### src/rtl/mem_port_arbiter_pkg.sv
// Shared types and widths for the instruction/data memory port arbiter.
package mem_port_arbiter_pkg;

    localparam int ADDR_W  = 32;
    localparam int WORD_W  = 32;
    localparam int FETCH_W = 64;
    localparam int STRB_W  = 4;

    typedef enum logic [2:0] {
        ST_IDLE    = 3'd0,
        ST_D_ADDR  = 3'd1,
        ST_D_DATA  = 3'd2,
        ST_I_ADDR0 = 3'd3,
        ST_I_DATA0 = 3'd4,
        ST_I_ADDR1 = 3'd5,
        ST_I_DATA1 = 3'd6,
        ST_DONE    = 3'd7
    } state_t;

    function automatic logic is_addr_state(input state_t s);
        return (s == ST_D_ADDR) || (s == ST_I_ADDR0) || (s == ST_I_ADDR1);
    endfunction

endpackage

### src/rtl/mem_port_arbiter.sv
// Arbitrates a two-word instruction fetch port and a load/store port onto one
// single-word memory port with one transfer outstanding at a time.
module mem_port_arbiter
    import mem_port_arbiter_pkg::*;
(
    input  logic               clk,
    input  logic               rst,
    input  logic               flush,
    input  logic               inst_req,
    input  logic [ADDR_W-1:0]  inst_addr,
    output logic               inst_done,
    output logic [FETCH_W-1:0] inst_rdata,
    input  logic               data_req,
    input  logic [STRB_W-1:0]  data_wen,
    input  logic [ADDR_W-1:0]  data_addr,
    input  logic [WORD_W-1:0]  data_wdata,
    output logic               data_done,
    output logic [WORD_W-1:0]  data_rdata,
    output logic               mem_req,
    output logic               mem_wr,
    output logic [STRB_W-1:0]  mem_wstrb,
    output logic [ADDR_W-1:0]  mem_addr,
    output logic [WORD_W-1:0]  mem_wdata,
    input  logic               mem_addr_ok,
    input  logic               mem_data_ok,
    input  logic [WORD_W-1:0]  mem_rdata,
    output state_t             dbg_state
);

    // Handshake: mem_req holds a stable address/write until mem_addr_ok, the
    // result returns on mem_data_ok; requesters hold their inputs until *_done.
    state_t              state, state_n;
    logic                last_data;
    logic                flush_pend;
    logic [ADDR_W-1:0]   lat_addr;
    logic [STRB_W-1:0]   lat_wen;
    logic [WORD_W-1:0]   lat_wdata;
    logic [WORD_W-1:0]   lo_word;
    logic                grant_inst, grant_data, fetch_active, addr_phase;

    assign dbg_state = state;

    always_comb begin
        grant_inst   = 1'b0;
        grant_data   = 1'b0;
        state_n      = state;
        fetch_active = 1'b0;
        addr_phase   = is_addr_state(state);
        if (state == ST_IDLE) begin
            // Inst wins only when data was served last, so neither side starves.
            grant_inst = inst_req && !flush && (!data_req || last_data);
            grant_data = data_req && !grant_inst;
        end
        case (state)
            ST_IDLE: begin
                if (grant_data)      state_n = ST_D_ADDR;
                else if (grant_inst) state_n = ST_I_ADDR0;
            end
            ST_D_ADDR:  if (mem_addr_ok) state_n = ST_D_DATA;
            ST_D_DATA:  if (mem_data_ok) state_n = ST_DONE;
            ST_I_ADDR0: if (mem_addr_ok) state_n = ST_I_DATA0;
            ST_I_DATA0: if (mem_data_ok) state_n = ST_I_ADDR1;
            ST_I_ADDR1: if (mem_addr_ok) state_n = ST_I_DATA1;
            ST_I_DATA1: if (mem_data_ok) state_n = ST_DONE;
            ST_DONE:    state_n = ST_IDLE;
            default:    state_n = ST_IDLE;
        endcase
        case (state)
            ST_I_ADDR0, ST_I_DATA0, ST_I_ADDR1, ST_I_DATA1: fetch_active = 1'b1;
            ST_DONE: fetch_active = !last_data;
            default: fetch_active = 1'b0;
        endcase

        mem_req   = addr_phase;
        mem_addr  = addr_phase ? lat_addr  : '0;
        mem_wstrb = addr_phase ? lat_wen   : '0;
        mem_wdata = addr_phase ? lat_wdata : '0;
        mem_wr    = addr_phase && (lat_wen != '0);
        data_done = (state == ST_DONE) && last_data;
        inst_done = (state == ST_DONE) && !last_data && !flush_pend && !flush;
    end

    always_ff @(posedge clk or posedge rst) begin
        if (rst) begin
            state      <= ST_IDLE;
            last_data  <= 1'b0;
            flush_pend <= 1'b0;
            lat_addr   <= '0;
            lat_wen    <= '0;
            lat_wdata  <= '0;
            lo_word    <= '0;
            inst_rdata <= '0;
            data_rdata <= '0;
        end else begin
            state <= state_n;
            if (flush && fetch_active)
                flush_pend <= 1'b1;
            case (state)
                ST_IDLE: begin
                    if (grant_data) begin
                        lat_addr  <= data_addr;
                        lat_wen   <= data_wen;
                        lat_wdata <= data_wdata;
                        last_data <= 1'b1;
                    end else if (grant_inst) begin
                        lat_addr   <= inst_addr;
                        lat_wen    <= '0;
                        lat_wdata  <= '0;
                        last_data  <= 1'b0;
                        flush_pend <= 1'b0;
                    end
                end
                ST_D_DATA:
                    if (mem_data_ok) data_rdata <= mem_rdata;
                ST_I_DATA0: begin
                    if (mem_data_ok) begin
                        lo_word  <= mem_rdata;
                        lat_addr <= lat_addr + 32'd4;
                    end
                end
                ST_I_DATA1:
                    if (mem_data_ok) inst_rdata <= {mem_rdata, lo_word};
                default: ;
            endcase
        end
    end

endmodule
### config.mk
export PLATFORM = sky130hd
export DESIGN_NAME = mem_port_arbiter
export DESIGN_NICKNAME = d
export VERILOG_FILES = /design/src/rtl/mem_port_arbiter_pkg.sv /design/src/rtl/mem_port_arbiter.sv
export SDC_FILE = /design/constraint.sdc
export NUM_CORES = 1
export LEC_CHECK = 0
export ABC_AREA = 1
export CAP_MARGIN = 15
export CELL_PAD_IN_SITES_DETAIL_PLACEMENT = 0
export CELL_PAD_IN_SITES_GLOBAL_PLACEMENT = 1
export CORE_ASPECT_RATIO = 0.6
export CORE_MARGIN = 2
export CORE_UTILIZATION = 30
export CTS_CLUSTER_SIZE = 16
export DETAILED_ROUTE_END_ITERATION = 8
export PLACE_DENSITY_LB_ADDON = 0.1
export SLEW_MARGIN = 20
export SYNTH_ARGS = -nofsm -noshare
export SYNTH_HDL_FRONTEND = slang
export SYNTH_SLANG_ARGS = --single-unit
### constraint.sdc
create_clock -name clk -period 6.5 [get_ports clk]
set_clock_uncertainty 0.2 [all_clocks]
set_input_delay 0.65 -clock clk [delete_from_list [all_inputs] [get_ports clk]]
set_output_delay 0.65 -clock clk [all_outputs]
set_load 0.02 [all_outputs]
Word level (Yosys, flattened, before mapping)
Cells that the tools add are included.
{"block": "op_classes", "addsub": 1, "n_eq_ne": 13, "n_mux": 28, "reduce_logical": 29}
{"op": "2-to-1 mux 32 bit", "n": 7}
{"op": "one-hot mux 32 bit (2 select lines)", "n": 1}
{"op": "adder 32 x 3 -> 32 bit, second input constant", "n": 1}
{"op": "2-to-1 mux 3 bit", "n": 7}
{"op": "one-hot mux 3 bit (7 select lines)", "n": 1}
{"op": "== test 3 bit, second input constant", "n": 4}
{"op": "2-to-1 mux 4 bit", "n": 3}
{"op": "logical AND 1 bit", "n": 9}
{"op": "2-to-1 mux 1 bit", "n": 8}
{"op": "!= test 2 bit, second input constant", "n": 4}
{"op": "AND reduction 2 bit", "n": 4}
{"op": "== test 3 x 2 -> 1 bit, second input constant", "n": 2}
{"op": "AND reduction 6 bit", "n": 1}
{"op": "zero test 1 bit", "n": 5}
{"op": "nonzero test 2 bit", "n": 2}
{"op": "nonzero test 4 bit", "n": 1}
{"op": "OR reduction 4 bit", "n": 1}
{"op": "== test 3 x 1 -> 1 bit, second input constant", "n": 1}
{"op": "zero test 3 bit", "n": 1}
{"op": "logical OR 1 bit", "n": 3}
{"op": "!= test 3 bit, second input constant", "n": 1}
{"op": "AND reduction 3 bit", "n": 1}
{"op": "!= test 2 x 1 -> 1 bit, second input constant", "n": 1}
{"op": "one-hot mux 1 bit (2 select lines)", "n": 1}
{"op": "OR reduction 2 bit", "n": 1}
{"block": "word_totals", "regBits": 201, "input_bits": 139, "out_inout_bits": 171}

Longest topological paths before layout
Gate-level depths: netlist of the first run.
{"block": "logic_depth", "word_depth": 8, "ltp_mapped": 12, "mapped_depth_nobuf": 11}

Least setup slack after synthesis of the first run
Ideal clock, no wire load.
{"block": "synth_timing", "kind": "reg-to-output", "start": "register state[1] (netlist: dbg_state[1])", "end": "output port mem_wr", "t_arrival_ns": 1.485, "required_ns": 5.650, "setup_slack_ns": 4.165, "stages_incl_launch_ff": 6, "path_cell_list": "dfrtp_1 buf_4 clkinv_2 o21ai_1 clkbuf_1 a41oi_1"}
{"block": "synth_via", "elab_chain_cells": 4, "word_cells_on_any_way": 6, "cone_classes": "eq/ne (3); reduce/logical (3)"}
{"item": "from (decl)", "line_no": "mem_port_arbiter.sv:32", "source": "state_t state, state_n;"}
{"item": "from (signal assigned)", "line_no": "mem_port_arbiter.sv:95", "source": "state <= state_n;"}
{"item": "== test 3 x 1 -> 1 bit or == test 3 x 2 -> 1 bit (tied branches)", "line_no": "mem_port_arbiter_pkg.sv:21", "source": "return (s == ST_D_ADDR) || (s == ST_I_ADDR0) || (s == ST_I_ADDR1);"}
{"item": "logical OR 1 bit", "line_no": "mem_port_arbiter_pkg.sv:21"}
{"item": "logical OR 1 bit (*)", "line_no": "mem_port_arbiter_pkg.sv:21"}
{"item": "logical AND 1 bit (*)", "line_no": "mem_port_arbiter.sv:78", "source": "mem_wr = addr_phase && (lat_wen != '0);"}
{"item": "to (decl)", "line_no": "mem_port_arbiter.sv:20", "source": "output logic mem_wr,"}
Every way passes the cells marked *; elsewhere a longest branch is shown, timed or not.

Worst setup path after layout of the first run
{"block": "layout_timing", "start": "register state[1] (netlist: dbg_state[1])", "end": "output port mem_wdata[11]"}
{"block": "layout_via", "elab_chain_cells": 4, "word_cells_on_any_way": 6, "cone_classes": "eq/ne (3); mux (1); reduce/logical (2)"}
{"item": "== test 3 x 1 -> 1 bit or == test 3 x 2 -> 1 bit (tied branches)", "line_no": "mem_port_arbiter_pkg.sv:21"}
{"item": "logical OR 1 bit", "line_no": "mem_port_arbiter_pkg.sv:21"}
{"item": "logical OR 1 bit (*)", "line_no": "mem_port_arbiter_pkg.sv:21"}
{"item": "2-to-1 mux 32 bit (*)", "line_no": "mem_port_arbiter.sv:77", "source": "mem_wdata = addr_phase ? lat_wdata : '0;"}
{"item": "to (decl)", "line_no": "mem_port_arbiter.sv:23", "source": "output logic [WORD_W-1:0] mem_wdata,"}
Marks and branches as above.

==> flow_summary.yaml, run 1 <==
run:
  drv_cap: 0
run_status:
  status: "complete, no violations"
setup_path:
  cp_slowest_stage_delay_ps: 610
  crit_buf_inv: 3
  path_delay_family: "buffers and inverters"
  reg2reg_to: "lat_addr[20]"
  critPathMaxFanout: 59
  reg2reg_depth: 10
  critPathKind: "reg2out"
  arrival_ps: 2990
  path_cells: "clkinv_2 > o21ai_4 > buf_4 > nor2_1 > clkdlybuf4s50_1"
  cpMaxStageDelayCell: "clkdlybuf4s50_1"
  r2r-start: "dbg_state[0]"
  rrSetupSlack_ps: 3490
  crit_path_start_kind: "flop"
  endpoint_kind: "primary output"
  cp.required_ps: 5650
synthesis:
  yosysWarningCount: 0
  synth_fp_nets: 1371
  synth_seq_cells: 201
  ys_seq_area_frac: 0.521
  avgSynthCellArea_sq_um: 7.84
  synth_area_sq_um: 9650
  syn_inst: 1231
  synth.distinct_cells: 33
sta:
  drv_slew: 0
  hold_viol_final: 0
  tightestPinTransition_ps: 1030
  final.setup.worst_slack_ps: 2660
  fin_crit_sh: 0.591
  relSlewSlack: 0.312
  max_freq_mhz: 260
  fin_crit_ps: 3840
  setup_viol: 0
  rsz0062_at_grt: "false"
  tns_ps: 0
clock_tree:
  cts_hold_buf: 0
  cts_buffers: 22
  clockBufferDepth: 3
  clk_latency_ps: 520
  htree_levels: 1
  cts_tree: "built"
  cts_resized: 0
  cts_sinks: 201
  root_buffer: "clkbuf_16"
  postCtsSetupRepairBufs: 0
  clkTransAtPathRegs_ps: 70
pwr:
  p_per_area_nw_per_um2: 504
  p_total_mw: 7.03
  leakagePower_nw: 6.56
  vdd_drop_max_uv: 214
final_layout:
  fillers: 3175
  multi_input_area_sq_um: 3730
  area_growth_pct: 44.5
  final_layout_size_suffix_gt1_frac: 0.0641
  nNetsFinal: 1654
  seqCellArea_sq_um: 5030
grt:
  grt_pass1_wl_mm: 50.8
  grt_max_degree: 97
  overflow: 0
  antenna_found_initial: 2
  grt_pass1_vias: 8490
  grt_usage: 0.193
placed_design:
  dpl.hpwl_mm: 23.5
  place.gp.congestion: 0.813
  place_ws_ps: 2660
  port-buffer-count: 309
drt:
  remaining_drc_errors: 0
  routed_via_density: 4.50
  dr.pass1.iters: 4
  wirelength_mm: 32.6
  via_count: 8757
  ant_nets: 0
  wire_per_inst_um: 16.8
  drt-initial-drc-count: 582
floorplan:
  pin_count: 310
  die-area_sq_um: 33700
  start_util: 0.307
  die_w_um: 236
  dieHeight_um: 143
  core.rowCount: 50
  core_area_sq_um: 31400
worst_hold_path:
  holdCritStartpoint: "inst_rdata[48]"
  min_path_type: "reg2reg"
  whs_path_depth: 2
  holdPathEnd: "inst_rdata[48]"
metal layers:
metal	vias to the layer above	wire (um)	track usage
met5	-	0	0
met4	0	418	0.0375
met3	26	2190	0.0443
met2	223	13400	0.271
met1	4106	16600	0.300
li1	4402	-	-
worst reg2reg max path, cell delays in order, from the launching register on:
cell and delay, ps:
dfrtp_1 670, nor2_1 130, nand2_2 280, buf_4 360
nor2_2 60, nor2_1 190, inv_2 70, nand2_2 630
nand2_1 130, nor2_1 120, nor2_1 40
per-stage QoR:
step	hold WS (ps)	area, sq um	utilization	std cells
after floorplan	255	9650	-	1231
after global placement	267	13100	0.416	1905
after detailed placement	273	13100	0.417	1906
after CTS	289	13900	0.444	1946
after global routing	305	13900	0.444	1948
final	282	13900	0.444	1948
state kept, by name (all words and copies together) (netlist names), 3 cells and up:
| register | flops |
|---|---|
| data_rdata | 32 |
| inst_rdata | 64 |
| lat_wdata | 32 |
| lat_addr | 32 |
| lat_wen | 4 |
| dbg_state | 3 |
| lo_word | 32 |
cell families (layout without fill, tap and decap cells):
family          after synthesis  after routing  share of synthesized area
compound gates              200            200                      0.105
xor+xnor                      4              4                    0.00363
fa+ha+maj                     1              1                    0.00130
buf+inv                     227            526                     0.0959
flops                       201            201                      0.521
mux                          32             32                     0.0373
other cells                   0              2                          0
simple gates                566            566                      0.236
layout by cell type (no fill, tap or decap), drive strengths merged, types with 2 or more instances in the layout:
cell             n
dfrtp          201
buf             10
a21oi           21
clkinvlp         2
nor3             2
inv            166
diode            2
o21ai          175
nand4            8
nand2          353
xor2             4
bufinv           5
nor2           156
clkbuf          33
o211ai           2
mux2            32
clkdlybuf4s50  309
nand3           45
how the worst max path moves through the flow:
stage | endpoint | cells after the start | start | slack, ps
after floorplan | data_rdata[0] | 1 | rst | 170
after CTS | mem_wdata[1] | 5 | dbg_state[1] | 2590
after global routing | mem_wdata[1] | 5 | dbg_state[1] | 2450
after detailed placement | lat_addr[10] | 10 | data_req | 2660
after global placement | lat_addr[10] | 10 | data_req | 2210
final | mem_wdata[11] | 5 | dbg_state[1] | 2660
layout make-up:
cell class | count | share of cell area
clock buffer | 33 | 0.0483
multi-input combinational | 803 | 0.267
timing repair buffer | 319 | 0.229
clock inverter | 7 | 0.0118
tap | 416 | 0.0373
inverter | 167 | 0.0458
sequential | 201 | 0.361
antenna | 2 | 0.000359
synth_stat cells (all sizes together):
library cell,n,area share
nor3,2,0.0010
ha,1,0.0013
a41oi,1,0.00091
dfrtp,201,0.52
buf,38,0.022
inv,166,0.065
xor2,4,0.0036
nand3b,1,0.00078
clkbuf,22,0.0086
nand2,353,0.14
o22ai,1,0.00065
nand4,8,0.0052
mux2,32,0.037
nor4,1,0.00065
a21oi,21,0.011
o21ai,175,0.091
nor2,156,0.065
nand3,45,0.025
clkinv,1,0.00052
o211ai,2,0.0016
report_power, final:
part           internal, mW  total, mW  switching, mW
combinational          1.41       3.38           1.98
sequential             1.83       2.19          0.361
clock                 0.914       1.45          0.538
(Power assumes the default switching activity.)
==> run 2, diff against run 1 <==
==> constraint.sdc (replaced) <==
create_clock -name clk -period 3.1 [get_ports clk]
set_clock_uncertainty 0.2 [all_clocks]
set_input_delay 0.31 -clock clk [delete_from_list [all_inputs] [get_ports clk]]
set_output_delay 0.31 -clock clk [all_outputs]
set_load 0.02 [all_outputs]
==> flow_summary.yaml, run 2 (synthesis gave the netlist of run 1 again) <==
placed_design:
  place.gp.congestion: 0.869
  place_ws_ps: 282
  dpl.hpwl_mm: 25.0
  port-buffer-count: 309
drt:
  dr.pass1.iters: 5
  wirelength_mm: 33.5
  ant_nets: 0
  drt-initial-drc-count: 479
  via_count: 8860
  wire_per_inst_um: 17.0
  routed_via_density: 4.51
  remaining_drc_errors: 0
floorplan:
  core.rowCount: 50
  start_util: 0.307
  core_area_sq_um: 31400
  dieHeight_um: 143
  pin_count: 310
  die-area_sq_um: 33700
  die_w_um: 236
sta:
  hold_viol_final: 0
  tightestPinTransition_ps: 688
  fin_crit_ps: 2950
  final.setup.worst_slack_ps: 147
  rsz0062_at_grt: "false"
  setup_viol: 0
  drv_slew: 0
  fin_crit_sh: 0.953
  hold_slack_ps: 166
  max_freq_mhz: 339
  relSlewSlack: 0.541
final_layout:
  regMostFlops: "inst_rdata"
  layout_common_cells: "nand2_1, clkdlybuf4s50_1, dfrtp_1"
  area_growth_pct: 45.8
  largest_reg_flops: 64
  fin_util: 0.448
  fillers: 3152
  nNetsFinal: 1671
  layout_commonest_cell: "nand2_1"
  final_layout_size_suffix_gt1_frac: 0.0744
clock_tree:
  cts_buffers: 22
  clkTransAtPathRegs_ps: 70
  cts_sinks: 201
  htree_levels: 1
  clk_latency_ps: 510
  root_buffer: "clkbuf_16"
  clockBufferDepth: 3
  cts_tree: "built"
setup_path:
  cp.required_ps: 2590
  critPathMaxFanout: 54
  critPathKind: "reg2out"
  crit_path_start_kind: "flop"
  arrival_ps: 2440
  endpoint_kind: "primary output"
pwr:
  vdd_drop_max_uv: 418
  leakagePower_nw: 6.63
  p_per_area_nw_per_um2: 1040
  p_total_mw: 14.7
grt:
  antenna_found_initial: 2
  grt_usage: 0.200
  overflow: 0
  grt_max_degree: 65
  grt_pass1_wl_mm: 51.8
  grt_pass1_vias: 8481
run_status:
  status: "complete, no violations"
run:
  drv_cap: 0
worst_hold_path:
  min_path_type: "in2reg"
==> run 2: cell count changes in the layout (fill, tap and decap cells not counted), moves of 2 or more <==
cell / before / now
buf_4: 9 / 20
buf_12: 0 / 6
clkbuf_1: 4 / 1
clkinvlp_4: 2 / 5
bufinv_16: 5 / 3
clkinv_2: 1 / 3
==> run 2: what timing repair did <==
| action | CTS | global route |
|---|---|---|
| endpoints found under the hold margin | 13 | 0 |
| setup endpoints to repair | 0 | 54 |
| setup buffers | 0 | 2 |
| gates resized for setup | 0 | 0 |
| hold buffers | 1 | 0 |
==> run 2: power breakdown <==
group	switching, mW	total [mW]	internal, mW
Combinational	4.16	7.21	3.05
Sequential	0.775	4.62	3.84
Clock	1.13	2.86	1.73
Total	6.07	14.7	8.61
==> run 2: area by class of cell <==
| class | instances | area, sq um | share of cell area |
|---|---|---|---|
| repair buffers | 336 | 3370 | 0.240 |
| well taps | 416 | 520 | 0.0370 |
| inverters | 167 | 634 | 0.0451 |
| multi-input cells | 803 | 3720 | 0.265 |
| clock buffers | 29 | 648 | 0.0460 |
| diodes | 2 | 5.00 | 0.000356 |
| clock inverters | 10 | 139 | 0.00987 |
| flip-flops and latches | 201 | 5030 | 0.357 |
==> run 2: worst max-delay path, stage by stage, from the launching register on <==
cell             delay [ps]
dfrtp_1                 660
o21ai_4                 180
buf_12                  220
a41oi_1                 190
clkdlybuf4s50_1         630
==> run 2: path summary, 6_finish.rpt <==
| check | from | to | slack [ps] | cells past startpoint |
|---|---|---|---|---|
| hold / removal | data_wdata[4] | lat_wdata[4] | 170 | 3 |
| min in group asynchronous | rst | inst_rdata[58] | 560 | 3 |
| hold reg to reg | inst_rdata[62] | inst_rdata[62] | 280 | 2 |
| setup reg to reg | last_data | lat_addr[1] | 670 | 11 |
| max in group asynchronous | rst | lat_wdata[29] | 1370 | 4 |
| setup / recovery | dbg_state[0] | mem_wr | 150 | 4 |
==> run 2: per-layer routing <==
metal	up-vias	global-route usage	part of all wire
met5	-	0	0
met1	4157	0.305	0.51
met4	0	0.0386	0.014
met2	245	0.279	0.40
li1	4429	-	-
met3	29	0.0532	0.073
==> run 2: through the flow <==
stage	TNS, ps	area, sq um	instances
after floorplan	-2480	9660	1231
after global placement	0	13300	1920
after detailed placement	0	13300	1920
after CTS	0	14100	1960
after global routing	0	14100	1963
final	0	14100	1964
==> run 3, diff against run 2 <==
--- a/config.mk
+++ b/config.mk
@@ -12,6 +12,7 @@
 export CORE_ASPECT_RATIO = 0.6
 export CORE_MARGIN = 2
 export CORE_UTILIZATION = 30
+export CTS_CLUSTER_DIAMETER = 60
 export CTS_CLUSTER_SIZE = 16
 export DETAILED_ROUTE_END_ITERATION = 8
 export PLACE_DENSITY_LB_ADDON = 0.1
==> flow_summary.yaml, run 3 (synthesis gave the netlist of run 1 again) <==
run_status:
  status: "complete, no violations"
sta:
  relSlewSlack: 0.543
  hold_slack_ps: 174
  fin_crit_ps: 2950
  max_freq_mhz: 339
  fin_crit_sh: 0.951
  hold_viol_final: 0
  drv_slew: 0
  tightestPinTransition_ps: 685
  rsz0062_at_grt: "false"
  setup_viol: 0
grt:
  grt_usage: 0.198
  grt_max_degree: 65
  grt_pass1_wl_mm: 51.6
  antenna_found_initial: 2
  overflow: 0
  grt_pass1_vias: 8388
floorplan:
  die_w_um: 236
  die-area_sq_um: 33700
  start_util: 0.307
  pin_count: 310
  dieHeight_um: 143
  core.rowCount: 50
  core_area_sq_um: 31400
placed_design:
  dp.cells: 1920
  place.gp.congestion: 0.869
  port-buffer-count: 309
  dpl.hpwl_mm: 25.0
worst_hold_path:
  min_path_type: "in2reg"
drt:
  routed_via_density: 4.51
  dr.pass1.iters: 5
  ant_nets: 0
  drt-initial-drc-count: 536
  wirelength_mm: 33.6
  remaining_drc_errors: 0
  via_count: 8802
  wire_per_inst_um: 17.2
final_layout:
  largest_reg_flops: 64
  layout_commonest_cell: "nand2_1"
  fin_util: 0.440
  final_layout_size_suffix_gt1_frac: 0.0672
  layout_common_cells: "nand2_1, clkdlybuf4s50_1, dfrtp_1"
  regMostFlops: "inst_rdata"
  final_cell_count_no_fill: 1951
  nNetsFinal: 1667
  area_growth_pct: 43.2
clock_tree:
  cts_tree: "built"
  clk_latency_ps: 500
  htree_levels: 1
  clockBufferDepth: 3
  root_buffer: "clkbuf_16"
  cts_buffers: 18
  cts_sinks: 201
  clkTransAtPathRegs_ps: 70
  cts_resized: 0
setup_path:
  arrival_ps: 2440
  crit_path_start: "dbg_state[0]"
  rrSetupSlack_ps: 710
  cp.required_ps: 2590
  reg2reg_to: "lat_addr[1]"
  critPathKind: "reg2out"
  r2r-start: "last_data"
  critPathMaxFanout: 54
  worstSetupEndpoint: "mem_wr"
  reg2reg_depth: 11
  endpoint_kind: "primary output"
  crit_path_start_kind: "flop"
pwr:
  vdd_drop_max_uv: 364
  p_per_area_nw_per_um2: 1020
  leakagePower_nw: 6.51
run:
  drv_cap: 0
[run 3: changes by cell type in the layout (fill, tap and decap cells not counted)]
cell / previous run / this run
clkbuf_16: 23 / 19
clkbuf_1: 1 / 0
clkinv_2: 3 / 2
inv_6: 1 / 2
clkinv_4: 0 / 2
clkinvlp_4: 5 / 3
clkbuf_8: 5 / 0
bufinv_16: 3 / 0
[run 3: worst min-delay path by stage]
stage / startpoint / endpoint / slack, ps / depth (start not counted)
final: data_wdata[14] / lat_wdata[14] / 170 / 3
after global routing: mem_rdata[3] / lo_word[3] / 180 / 3
after CTS: data_wdata[14] / lat_wdata[14] / 150 / 3
after detailed placement: inst_rdata[62] / inst_rdata[62] / 270 / 2
after global placement: inst_rdata[63] / inst_rdata[63] / 270 / 2
after floorplan: data_wdata[0] / lat_wdata[0] / 230 / 2
[run 3: metrics by stage]
stage	instance area [sq um]	TNS, ps	worst slack, ps	power [mW]
2_1_floorplan	9660	-2480	-12.3	8.61
5_1_grt	13800	0	13.4	15.1
3_5_place_dp	13300	0	282	11.9
6_report	13800	0	151	14.0
4_1_cts	13800	0	51.8	14.2
3_3_place_gp	13300	0	338	11.9
[run 3: per-layer routing]
metal,global-route usage,vias up,routed length (um)
met1,0.304,4110,17300
met4,0.0349,0,471
met5,0,-,0
met2,0.279,241,13500
met3,0.0528,30,2350
li1,-,4421,-
[run 3: worst max-delay path, cell delays in order, from the launching register on]
cell and delay, ps:
dfrtp_1 660, o21ai_4 180, buf_12 220, a41oi_1 200
clkdlybuf4s50_1 630
[run 3: cell type report]
type	count	area, sq um
fillers	3195	17600
flip-flops and latches	201	5030
multi-input cells	803	3720
repair buffers	336	3370
inverters	167	634
well taps	416	520
clock buffers	19	475
clock inverters	7	55.1
diodes	2	5.00
[run 3: what timing repair did]
action / CTS / global route
endpoints found under the setup margin: 0 / 53
hold buffers: 1 / 0
setup buffers: 0 / 2
hold endpoints to repair: 8 / 0
[run 3: where the power goes]
group / switching, mW / internal (mW) / leakage [nW]
registers: 0.780 / 3.84 / 2.50
logic: 4.16 / 3.05 / 3.75
clock network: 1.08 / 1.12 / 0.256
total: 6.02 / 8.00 / 6.51
